$ cat src/rtl/counter_pkg.sv
// Shared types for the programmable counter: terminal modes and FSM states.
package counter_pkg;

  typedef enum logic [1:0] {
    MODE_WRAP   = 2'd0,
    MODE_STOP   = 2'd1,
    MODE_RELOAD = 2'd2,
    MODE_RSVD   = 2'd3
  } mode_e;

  typedef enum logic [1:0] {
    ST_IDLE = 2'd0,
    ST_RUN  = 2'd1,
    ST_HALT = 2'd2
  } state_e;

endpackage

$ cat src/rtl/prog_counter_tick_gen.sv
// Prescaler for the programmable counter: emits one tick on every
// PRESCALE-th cycle in which i_enable is high. Holds while i_enable is low;
// i_clear restarts the phase. Only used when COUNTER_PRESCALE_EN is defined.
module tick_gen #(
  parameter int PRESCALE = 4
) (
  input  logic i_clock,
  input  logic i_reset,
  input  logic i_clear,
  input  logic i_enable,
  output logic o_tick
);

  localparam int CW = (PRESCALE > 1) ? $clog2(PRESCALE) : 1;
  localparam logic [CW-1:0] LAST = CW'(PRESCALE - 1);

  logic [CW-1:0] r_cnt;

  // Tick fires on the enabled cycle that completes a PRESCALE-long phase.
  assign o_tick = i_enable && (r_cnt == LAST);

  // Phase counter: clear has priority, advances only on enabled cycles.
  always_ff @(posedge i_clock) begin
    if (i_reset || i_clear) begin
      r_cnt <= '0;
    end else if (i_enable) begin
      if (o_tick) r_cnt <= '0;
      else        r_cnt <= r_cnt + CW'(1);
    end
  end

endmodule

$ cat src/rtl/prog_counter.sv
// Loadable up/down counter with programmable limit, terminal-count mode
// (WRAP / STOP / RELOAD), sticky overflow and a one-cycle done pulse.
// Optional: define COUNTER_PRESCALE_EN to step only on every PRESCALE-th
// enabled RUN cycle; without it every enabled RUN cycle is a step.
//
// Control handshake: start is a single-cycle command with no back-pressure;
// it is accepted on any rising edge where reset is low and overrides all
// counting in that cycle. enable qualifies stepping only while busy is high.
module prog_counter
  import counter_pkg::*;
#(
  parameter int WIDTH    = 8,
  parameter int LOAD_W   = 4,
  parameter int PRESCALE = 4
) (
  input  logic              clock,
  input  logic              reset,
  input  logic              start,
  input  logic [LOAD_W-1:0] load_value,
  input  logic              enable,
  input  logic              up_down,
  input  logic [1:0]        mode,
  input  logic [WIDTH-1:0]  limit,
  output logic [WIDTH-1:0]  count,
  output logic              overflow,
  output logic              done,
  output logic              busy,
  output logic [1:0]        dbg_state
);

  // Reject illegal parameterisations at elaboration time.
  if (WIDTH < 2 || LOAD_W < 1 || LOAD_W > WIDTH || PRESCALE < 1) begin : g_bad_param
    $error("prog_counter: illegal WIDTH/LOAD_W/PRESCALE");
  end

  state_e            r_state;
  logic [WIDTH-1:0]  r_count;
  logic              r_overflow;
  logic              r_done;
  logic [LOAD_W-1:0] r_reload;

  logic              w_run;
  logic              w_tick;
  logic              w_at_term;
  logic              w_term;
  logic              w_step;
  mode_e             w_mode;

  assign w_run  = (r_state == ST_RUN);
  assign w_mode = mode_e'(mode);

`ifdef COUNTER_PRESCALE_EN
  logic w_pre_clear;

  // Prescaler restarts its phase on start and after every terminal event.
  assign w_pre_clear = start || w_term;

  tick_gen #(
    .PRESCALE (PRESCALE)
  ) u_tick_gen (
    .i_clock  (clock),
    .i_reset  (reset),
    .i_clear  (w_pre_clear),
    .i_enable (w_run && enable),
    .o_tick   (w_tick)
  );
`else
  assign w_tick = w_run && enable;
`endif

  // A step is an enabled (and prescaled) RUN cycle; terminal if at the bound.
  assign w_step    = w_run && w_tick;
  assign w_at_term = up_down ? (r_count >= limit) : (r_count == '0);
  assign w_term    = w_step && w_at_term;

  // Counter, flags and IDLE/RUN/HALT state; reset beats start beats stepping.
  always_ff @(posedge clock) begin
    if (reset) begin
      r_state    <= ST_IDLE;
      r_count    <= '0;
      r_overflow <= 1'b0;
      r_done     <= 1'b0;
      r_reload   <= '0;
    end else if (start) begin
      r_state    <= ST_RUN;
      r_count    <= WIDTH'(load_value);
      r_reload   <= load_value;
      r_overflow <= 1'b0;
      r_done     <= 1'b0;
    end else begin
      r_done <= 1'b0;
      if (w_term) begin
        r_overflow <= 1'b1;
        r_done     <= 1'b1;
        case (w_mode)
          MODE_STOP:   r_state <= ST_HALT;
          MODE_RELOAD: r_count <= WIDTH'(r_reload);
          default:     r_count <= up_down ? '0 : limit;
        endcase
      end else if (w_step) begin
        r_count <= up_down ? (r_count + WIDTH'(1)) : (r_count - WIDTH'(1));
      end
    end
  end

  assign count     = r_count;
  assign overflow  = r_overflow;
  assign done      = r_done;
  assign busy      = w_run;
  assign dbg_state = r_state;

endmodule

$ cat config.mk
export PLATFORM = sky130hd
export DESIGN_NAME = prog_counter
export DESIGN_NICKNAME = d
export VERILOG_FILES = /design/src/rtl/counter_pkg.sv /design/src/rtl/prog_counter_tick_gen.sv /design/src/rtl/prog_counter.sv
export SDC_FILE = /design/constraint.sdc
export NUM_CORES = 1
export LEC_CHECK = 0
export ABC_AREA = 1
export CORE_AREA = 2 2 64 66
export DETAILED_ROUTE_END_ITERATION = 7
export DIE_AREA = 0 0 66 68
export PLACE_DENSITY = 0.62
export SETUP_SLACK_MARGIN = 0.5
export SLEW_MARGIN = 20
export SYNTH_ARGS = -nofsm -noshare
export SYNTH_HDL_FRONTEND = slang
export SYNTH_SLANG_ARGS = --single-unit
$ cat constraint.sdc
create_clock -name clock -period 1.86 [get_ports clock]
set_input_delay 0.372 -clock clock [delete_from_list [all_inputs] [get_ports clock]]
set_output_delay 0.372 -clock clock [all_outputs]
set_load 0.05 [all_outputs]
==> results.txt <==
Post-synth cell types: 25
Largest net degree at the start of global routing: 10
Final setup viols: 0
Post-synth ARST share: 0
Violation count after the first detailed-route iteration: 67
# diodes: 0
WL per Instance: 13.1 um
Status: finished clean
Power Density: 495 nW/um^2
Crit path setup slack, layout: 0.111 ns
Commonest non-fill, non-tap cells in the layout: 49 x buf_4, 34 x nand2_1, 24 x inv_1
Worst hold path class: input port to flop
Unrepaired setup endpoints after global routing: true
CTS H-tree depth: 1
Max_slew headroom: 0.768
Slew Viols, Final: 0
WS Path Type: input port to flop
Initial antenna violation count: 0
Clk_lat worst skew: 0.25 ns
I/O pin count: 32
Global-route wire length before repair: 6.82 mm
# rows: 23
CTS buffer count: 3
Syn_nets: 228
DRT Wirelength: 4.21 mm
Drt via density: 4.91
Critical Path RT: 2.01 ns
Hold buffers post-CTS: 0
Final HPWL DP: 3.09 mm
CTS Root Cell: clkbuf_8
Total number of yosys warnings: 0
Mapped Cells: 194
Gpl congestion: 0.869
Share of cells above drive strength 1: 0.454
Clock skew: 0.00197 ns
CP endpoint kind: flop
Pre-CTS setup slack: -0.530 ns
Critical Path AT: 1.89 ns
Seq/Total Area, Yosys: 0.250
Crit start category: input port
Nets: 306
Max Fanout on Critical Path: 5
DR DRC count: 0
Synth top area cells: dfxtp_1 25%, ha_1 14%, nand2_1 13%
Fillers: 355
Die Ht: 68 um
Max rail drop VDD: 0.489 mV
Max-cap check violation count: 0
Core area: 3860 um^2
Top cell type's share of synthesized area: 0.250
Number of clock sinks: 16
Die W: 66 um
Die ar.: 4490 um^2
Synth Flop Type: dfxtp_1
Worst-margin pin slew: 0.347 ns
Commonest non-fill, non-tap cell in the layout: buf_4
Final Hold Viols: 0
LEAKAGE: 1.07 nW
Cell taking the most area after synthesis: dfxtp_1
Clock transition at path regs: 0.07 ns
Final min period: 1.75 ns
Vias in the first global route: 1568
Clock Path Buffers: 2
Antenna viol nets, final: 0
EDFF count, synth: 0
Synthesized cell area: 1280 um^2
Vias: 1577
Yosys reg bits: 16
All-Layer GR Usage: 0.199
Post-layout util: 0.592
CTS tree: done
Final hold slack: 0.431 ns
Period utilization: 0.940
Area growth from synthesis to layout: 78.2%
Initial Util: 0.332
Syn_area_per_cell: 6.60 um^2
IO Port Bufs: 31
Congestion Overflow GR: 0
Initial DRT Pass Iterations: 4
Upper clock frequency limit: 572 MHz
layout make-up:
cell class                 count  area [um^2]  share of cell area
timing repair buffer          73          609               0.267
clock buffer                   4         45.0              0.0197
inverter                      32          133              0.0581
tap                           50         62.6              0.0274
sequential                    16          345               0.151
multi-input combinational    146         1090               0.477
cell families (layout without fill, tap and decap cells):
group / Yosys count / count (layout) / synth area share
flip-flops: 16 / 16 / 0.250
AO/OA/AOI/OAI: 30 / 30 / 0.128
adder cells (fa/ha/maj): 15 / 15 / 0.152
XOR/XNOR: 5 / 5 / 0.0342
AND/OR/NAND/NOR: 94 / 96 / 0.329
buffers and inverters: 34 / 109 / 0.106
worst paths after layout:
check | from | to | slack, ns | depth (start not counted)
setup / recovery | limit[4] | count[5] | 0.11 | 12
setup reg to reg | count[0] | count[5] | 0.11 | 15
hold reg to reg | overflow | overflow | 0.47 | 2
hold / removal | limit[7] | count[7] | 0.43 | 3
layer usage:
layer  routed length [um]  global-route usage
met4                  100              0.0612
met5                    0                   0
met2                 2120               0.370
met3                  211              0.0461
met1                 1780               0.227
through the flow:
stage,instances,power (mW),cell area [um^2],setup TNS [ns]
after global placement,306,0.772,1950,-5.06
after detailed placement,306,0.776,1950,-5.21
after CTS,320,1.10,2220,0
after floorplan,194,0.601,1360,0
after global routing,321,1.19,2280,0
final,321,1.13,2280,0
power breakdown:
part	switching, mW	internal, mW
clock network	0.128	0.152
registers	0.0117	0.356
logic	0.262	0.219
total	0.403	0.727
worst max-delay path, stage by stage:
cell and delay (ns):
dlygate4sd2_1 0.24, inv_1 0.06, ha_1 0.27, nand2_1 0.05
nor2_2 0.16, nand2_2 0.09, nand2_4 0.11, nand3_4 0.13
nand2_8 0.15, inv_8 0.05, o21ai_1 0.15, a21oi_1 0.05
sequential cells by signal, summed over array words and instances (netlist names):
| signal | count |
|---|---|
| count | 8 |
| r_reload | 4 |
| dbg_state | 2 |
| done | 1 |
| overflow | 1 |
repair_timing:
item,CTS,global route
endpoints found under the setup margin,14,13
pin swaps,21,23
buffers inserted,8,1
resized for setup,54,22
cloned,2,0
Yosys cell counts (all sizes together), types with 2 or more instances:
| master | n |
|---|---|
| a21oi | 16 |
| a22oi | 2 |
| clkinv | 2 |
| dfxtp | 16 |
| ha | 14 |
| inv | 30 |
| nand2 | 46 |
| nand3 | 14 |
| nand4 | 9 |
| nor2 | 24 |
| o21ai | 8 |
| o22ai | 3 |
| xnor2 | 3 |
| xor2 | 2 |
No activity file was read; power rests on OpenSTA's default activity.
